## config.mk

```make
export PLATFORM = sky130hd
export DESIGN_NAME = clk_div_monitor_flat
export DESIGN_NICKNAME = d
export VERILOG_FILES = /design/src/rtl/clk_div_monitor_if.sv /design/src/rtl/clk_div_monitor.sv /design/src/flat_wrapper.sv
export SDC_FILE = /design/constraint.sdc
export NUM_CORES = 1
export LEC_CHECK = 0
export ABC_AREA = 1
export BUFFER_PORTS_ARGS = -buffer_cell sky130_fd_sc_hd__buf_2
export CORE_MARGIN = 5
export CORE_UTILIZATION = 40
export DETAILED_ROUTE_END_ITERATION = 12
export GPL_TIMING_DRIVEN = 0
export HOLD_SLACK_MARGIN = 0.06
export SYNTH_ARGS = -nofsm -noshare
export SYNTH_HDL_FRONTEND = slang
export SYNTH_SLANG_ARGS = --single-unit
```

## constraint.sdc

```tcl
create_clock -name i_clk -period 1.9 [get_ports i_clk]
set_input_delay 0.095 -clock i_clk [delete_from_list [all_inputs] [get_ports i_clk]]
set_output_delay 0.095 -clock i_clk [all_outputs]
set_load 0.03 [all_outputs]
```

## src/rtl/clk_div_monitor_if.sv

```systemverilog
// rtl/clk_div_monitor_if.sv - divided-clock input and measurement results of clk_div_monitor
interface clk_div_monitor_if #(
    parameter int CNT_WIDTH = 8
);
    logic                 i_div_clk;
    logic                 i_clr;
    logic [CNT_WIDTH-1:0] o_period;
    logic [CNT_WIDTH-1:0] o_high_time;
    logic                 o_period_valid;
    logic                 o_lock;
    logic                 o_err;
    logic                 o_timeout;

    modport master (
        output i_div_clk, i_clr,
        input  o_period, o_high_time, o_period_valid, o_lock, o_err, o_timeout
    );

    modport slave (
        input  i_div_clk, i_clr,
        output o_period, o_high_time, o_period_valid, o_lock, o_err, o_timeout
    );
endinterface

```

## src/rtl/clk_div_monitor.sv

```systemverilog
// rtl/clk_div_monitor.sv - period/lock self-check of a divided clock; CLK_DIV_MON_DUTY_CHECK_EN adds high-time check
module clk_div_monitor #(
    parameter int EXP_RATIO  = 12,
    parameter int CNT_WIDTH  = 8,
    parameter int LOCK_COUNT = 4
) (
    input  logic            i_clk,
    input  logic            i_reset,
    clk_div_monitor_if.slave mon
);
    localparam logic [CNT_WIDTH-1:0] CNT_MAX = '1;
    localparam logic [CNT_WIDTH-1:0] CNT_ONE = CNT_WIDTH'(1);
    localparam logic [CNT_WIDTH-1:0] EXP_P   = CNT_WIDTH'(EXP_RATIO);
    localparam logic [3:0]           LOCK_N  = 4'(LOCK_COUNT);

    typedef enum logic [1:0] {IDLE, MEASURE, LOCKED} state_t;

    state_t               state;
    logic                 s1, s2, s3;
    logic                 rise;
    logic [CNT_WIDTH-1:0] pcnt;
    logic                 to_seen;
    logic                 timeout_evt;
    logic [3:0]           mcnt;
    logic                 match;
    logic [CNT_WIDTH-1:0] period_q;
    logic [CNT_WIDTH-1:0] high_q;
    logic                 valid_q, lock_q, err_q, timeout_q;

    assign rise = s2 & ~s3;
    // to_seen keeps a saturated counter from reporting the same stall every cycle
    assign timeout_evt = (pcnt == CNT_MAX) && !rise && !to_seen;

    always_ff @(posedge i_clk or posedge i_reset) begin
        if (i_reset) begin
            s1      <= 1'b0;
            s2      <= 1'b0;
            s3      <= 1'b0;
            pcnt    <= '0;
            to_seen <= 1'b0;
        end else begin
            s1 <= mon.i_div_clk;
            s2 <= s1;
            s3 <= s2;
            if (rise) begin
                pcnt    <= CNT_ONE;
                to_seen <= 1'b0;
            end else begin
                if (pcnt != CNT_MAX)
                    pcnt <= pcnt + CNT_ONE;
                if (timeout_evt)
                    to_seen <= 1'b1;
            end
        end
    end

`ifdef CLK_DIV_MON_DUTY_CHECK_EN
    logic                 fall;
    logic [CNT_WIDTH-1:0] hcnt;
    logic                 h_fresh;

    assign fall = ~s2 & s3;
    // a high time not refreshed since the last rise is stale and never matches
    assign match = (pcnt == EXP_P) && h_fresh && (high_q == (EXP_P >> 1));

    always_ff @(posedge i_clk or posedge i_reset) begin
        if (i_reset) begin
            hcnt    <= '0;
            high_q  <= '0;
            h_fresh <= 1'b0;
        end else begin
            if (rise) begin
                hcnt    <= CNT_ONE;
                h_fresh <= 1'b0;
            end else if (s2 && hcnt != CNT_MAX) begin
                hcnt <= hcnt + CNT_ONE;
            end
            if (fall) begin
                high_q  <= hcnt;
                h_fresh <= 1'b1;
            end
        end
    end
`else
    assign high_q = '0;
    assign match  = (pcnt == EXP_P);
`endif

    always_ff @(posedge i_clk or posedge i_reset) begin
        if (i_reset) begin
            state     <= IDLE;
            mcnt      <= '0;
            period_q  <= '0;
            valid_q   <= 1'b0;
            lock_q    <= 1'b0;
            err_q     <= 1'b0;
            timeout_q <= 1'b0;
        end else begin
            valid_q   <= 1'b0;
            timeout_q <= timeout_evt;
            if (mon.i_clr) begin
                state  <= IDLE;
                lock_q <= 1'b0;
                err_q  <= 1'b0;
                mcnt   <= '0;
            end else if (rise) begin
                case (state)
                    IDLE: state <= MEASURE;
                    MEASURE: begin
                        period_q <= pcnt;
                        valid_q  <= 1'b1;
                        if (match) begin
                            mcnt <= mcnt + 4'd1;
                            if (mcnt + 4'd1 == LOCK_N) begin
                                state  <= LOCKED;
                                lock_q <= 1'b1;
                            end
                        end else begin
                            mcnt <= '0;
                        end
                    end
                    LOCKED: begin
                        period_q <= pcnt;
                        valid_q  <= 1'b1;
                        if (!match) begin
                            lock_q <= 1'b0;
                            err_q  <= 1'b1;
                            mcnt   <= '0;
                            state  <= MEASURE;
                        end
                    end
                    default: state <= IDLE;
                endcase
            end else if (timeout_evt) begin
                if (state == LOCKED)
                    err_q <= 1'b1;
                lock_q <= 1'b0;
                mcnt   <= '0;
                state  <= IDLE;
            end
        end
    end

    assign mon.o_period       = period_q;
    assign mon.o_high_time    = high_q;
    assign mon.o_period_valid = valid_q;
    assign mon.o_lock         = lock_q;
    assign mon.o_err          = err_q;
    assign mon.o_timeout      = timeout_q;
endmodule

```

## src/flat_wrapper.sv

```systemverilog
// flat-port wrapper written by rule: the top's interface ports become plain ports
module clk_div_monitor_flat 
#(
    parameter int EXP_RATIO  = 12,
    parameter int CNT_WIDTH  = 8,
    parameter int LOCK_COUNT = 4
)
  (i_clk, i_reset, mon_i_div_clk, mon_i_clr, mon_o_period, mon_o_high_time, mon_o_period_valid, mon_o_lock, mon_o_err, mon_o_timeout);
  clk_div_monitor_if #(.CNT_WIDTH(CNT_WIDTH)) mon_i ();
  input  logic i_clk;
  input  logic i_reset;
  input wire logic [$bits(mon_i.i_div_clk)-1:0] mon_i_div_clk;
  input wire logic [$bits(mon_i.i_clr)-1:0] mon_i_clr;
  output wire logic [$bits(mon_i.o_period)-1:0] mon_o_period;
  output wire logic [$bits(mon_i.o_high_time)-1:0] mon_o_high_time;
  output wire logic [$bits(mon_i.o_period_valid)-1:0] mon_o_period_valid;
  output wire logic [$bits(mon_i.o_lock)-1:0] mon_o_lock;
  output wire logic [$bits(mon_i.o_err)-1:0] mon_o_err;
  output wire logic [$bits(mon_i.o_timeout)-1:0] mon_o_timeout;
  assign mon_i.i_div_clk = mon_i_div_clk;
  assign mon_i.i_clr = mon_i_clr;
  assign mon_o_period = mon_i.o_period;
  assign mon_o_high_time = mon_i.o_high_time;
  assign mon_o_period_valid = mon_i.o_period_valid;
  assign mon_o_lock = mon_i.o_lock;
  assign mon_o_err = mon_i.o_err;
  assign mon_o_timeout = mon_i.o_timeout;
  clk_div_monitor #(.EXP_RATIO(EXP_RATIO), .CNT_WIDTH(CNT_WIDTH), .LOCK_COUNT(LOCK_COUNT)) u_core (.i_clk(i_clk), .i_reset(i_reset), .mon(mon_i));
endmodule
```

==> run metrics <==
Final setup viols 0; DRT Wirelength 2.91 mm; Syn Std Cell Area approximately 1600 sq um; final instance area around 1800 sq um; Clock Power Share 0.367; Crit path max-delay family simple AND/OR/NAND/NOR gates; synthesized flop and latch total 30; Worst setup EP type register; worst-skew pair later-pin latency between 0.2 and 0.3 ns; Yosys warnings 0; worst-path fanout max 7; post-synthesis cell count around 180; R2R Setup Slk approximately 0.27 ns; Net Sw Frac 0.299; cell taking the most area after synthesis dfrtp_1; final worst-path cycle share 0.857; worst slew pin tran between 1 and 1.5 ns; TritonCTS clock tree built; Synth top area share 0.481; Tot GR Track Use 0.131; RSZ-0062 raised after global routing false; initial core utilization 0.420; ANT nets after route 0; die width roughly 72 um; initial antenna violation count 0; DRT iter0 DRCs 48; CP startpoint kind register; Internal 1.24 mW; Placed Instance Area approximately 1700 sq um; setup_tns 0 ns; Max VDD drop 0.000509 V; Fmax achieved approximately 0.61 GHz; Distinct cells, synth 26; Core Footprint roughly 3700 sq um; Worst Path Buf+Inv 1; cell row count 22; crit-path cells inv_1 > ha_1 > nand3_1 > nor2_1 > nand3_1 > nand3_4 > nor2_4 > nand2_1 > nand2_1; Logic pwr share 0.193; final hold slack 0.0901 ns; # clock sinks 30; Critical Path AT between 1.5 and 2 ns; Tmin final 1.63 ns; final hold vios 0; Worst R2R Path Depth 9; commonest non-fill, non-tap cell in the layout nand2_1; max-slew violation count 0; status complete, no violations; first-pass GRT wire length 5.18 mm; largest net degree at the start of global routing 31; Final GP Congestion 0.739; required time of the critical path between 2 and 2.5 ns; Slew headroom 0.259; die height 72.5 um; Mean Syn Cell Area 8.53 sq um; die area roughly 5300 sq um; worst-case clock buffer depth 2; WP depth 9; H-tree depth 2; commonest non-fill, non-tap cells in the layout nand2_1, dfrtp_1, inv_1; pre-CTS WS approximately 0.28 ns; Worst Skew 0.00243 ns; Max Cap Viol 0; post-synthesis sequential area ratio 0.481; clock-pin slew on the worst setup and hold paths around 0.06 ns; Vias 1,185; Area Growth Syn to Fin 18.2%; CTS root buf clkbuf_8; main area contributors after synthesis dfrtp_1, nand2_1, inv_1, ha_1, buf_4; Worst Hold Class input pin to asynchronous set/reset pin; Sw Pwr 0.529 mW; wire length per cell 11.1 um; Via density between 4 and 5; DR pass1 iterations 4; port bufs 15; Post-DP HPWL 2.20 mm; total CTS buffers 5; CP peak stage delay 0.39 ns; FILL cells 374; setup ws final 0.271 ns; Final nets between 200 and 250; residual DRC count 0; slowest CP cell dfrtp_1; GR Overflow Total 0; fraction of layout cells with a size suffix above 1 0.192; # IOs 24; Leakage Power ~0.98 nW; number of diodes 0; post-cts resize count 0; Power Density 957 nW/um^2; vias in the first global route around 1,200; Seq pwr share 0.440; Setup CP Type register to register
[worst paths after layout]
path | end | from
max | u_core.mcnt[0] | u_core.pcnt[0]
min | u_core.s3 | i_reset
max reg2reg | u_core.mcnt[0] | u_core.pcnt[0]
min reg2reg | u_core.s2 | u_core.s1
max in group asynchronous | u_core.mon.o_period[1] | i_reset
min in group i_clk | u_core.mon.o_err | mon_i_clr
[Yosys cell counts (all sizes together)]
cell    count
inv        29
o21bai      1
nor3        2
nor2       16
a211oi      3
nand4       3
nand2      49
xor2        1
a31oi       2
buf         8
a21oi       3
nand3      11
nor4        1
ha          8
o21ai      14
clkbuf      1
conb        1
dfrtp      30
[power by group through the flow]
| stage | clock network (mW) | registers [mW] | logic (mW) |
|---|---|---|---|
| after detailed placement | 0 | 0.790 | 0.343 |
| after floorplan | 0 | 0.848 | 0.191 |
| after global placement | 0 | 0.787 | 0.339 |
| after global routing | 0.691 | 0.790 | 0.385 |
| after CTS | 0.678 | 0.778 | 0.346 |
| final | 0.647 | 0.778 | 0.341 |
[layout make-up]
class / count / area (sq um) / area share
multi-input combinational: 122 / 664 / 0.360
buffer: 9 / 63.8 / 0.0346
sequential: 30 / 751 / 0.407
clock buffer: 6 / 82.6 / 0.0447
clock inverter: 1 / 30.0 / 0.0163
timing repair buffer: 16 / 85.1 / 0.0461
inverter: 29 / 109 / 0.0590
tap: 48 / 60.1 / 0.0325
[logic make-up after synthesis]
family                     share of synthesized area
xor gates and xnor gates                     0.00561
other                                        0.00240
buffers and inverters                          0.111
adders and majority gates                     0.0641
DFF                                            0.481
AOI/OAI and AO/OA                             0.0817
and+or+nand+nor                                0.255
[metrics by stage]
| step | util | std cells | power [mW] |
|---|---|---|---|
| CTS | 0.497 | 261 | 1.80 |
| detailed placement | 0.464 | 253 | 1.13 |
| global route | 0.497 | 261 | 1.87 |
| floorplan | - | 190 | 1.04 |
| finish | 0.497 | 261 | 1.77 |
| global placement | 0.464 | 253 | 1.13 |
[repair_timing]
action	in CTS	in global routing
hold endpoints to repair	1	0
buffers inserted	0	0
hold buffers	1	0
[sequential cells by signal, summed over array words and instances, names as in the netlist, 2 cells and up]
signal	cells
u_core.pcnt	8
u_core.state	2
u_core.mon.o_period	8
u_core.mcnt	4
[worst reg2reg max path, stage by stage, from the launching register on]
cell,delay [ns]
dfrtp_1,0.39
inv_1,0.12
ha_1,0.16
nand3_1,0.10
nor2_1,0.24
nand3_1,0.19
nand3_4,0.17
nor2_4,0.06
nand2_1,0.05
nand2_1,0.04
[layer usage]
metal | part of all wire | global-route usage
met1 | 0.45 | 0.156
met2 | 0.47 | 0.207
met3 | 0.058 | 0.0485
met4 | 0.023 | 0.0676
met5 | 0 | 0
(Power assumes the default switching activity.)
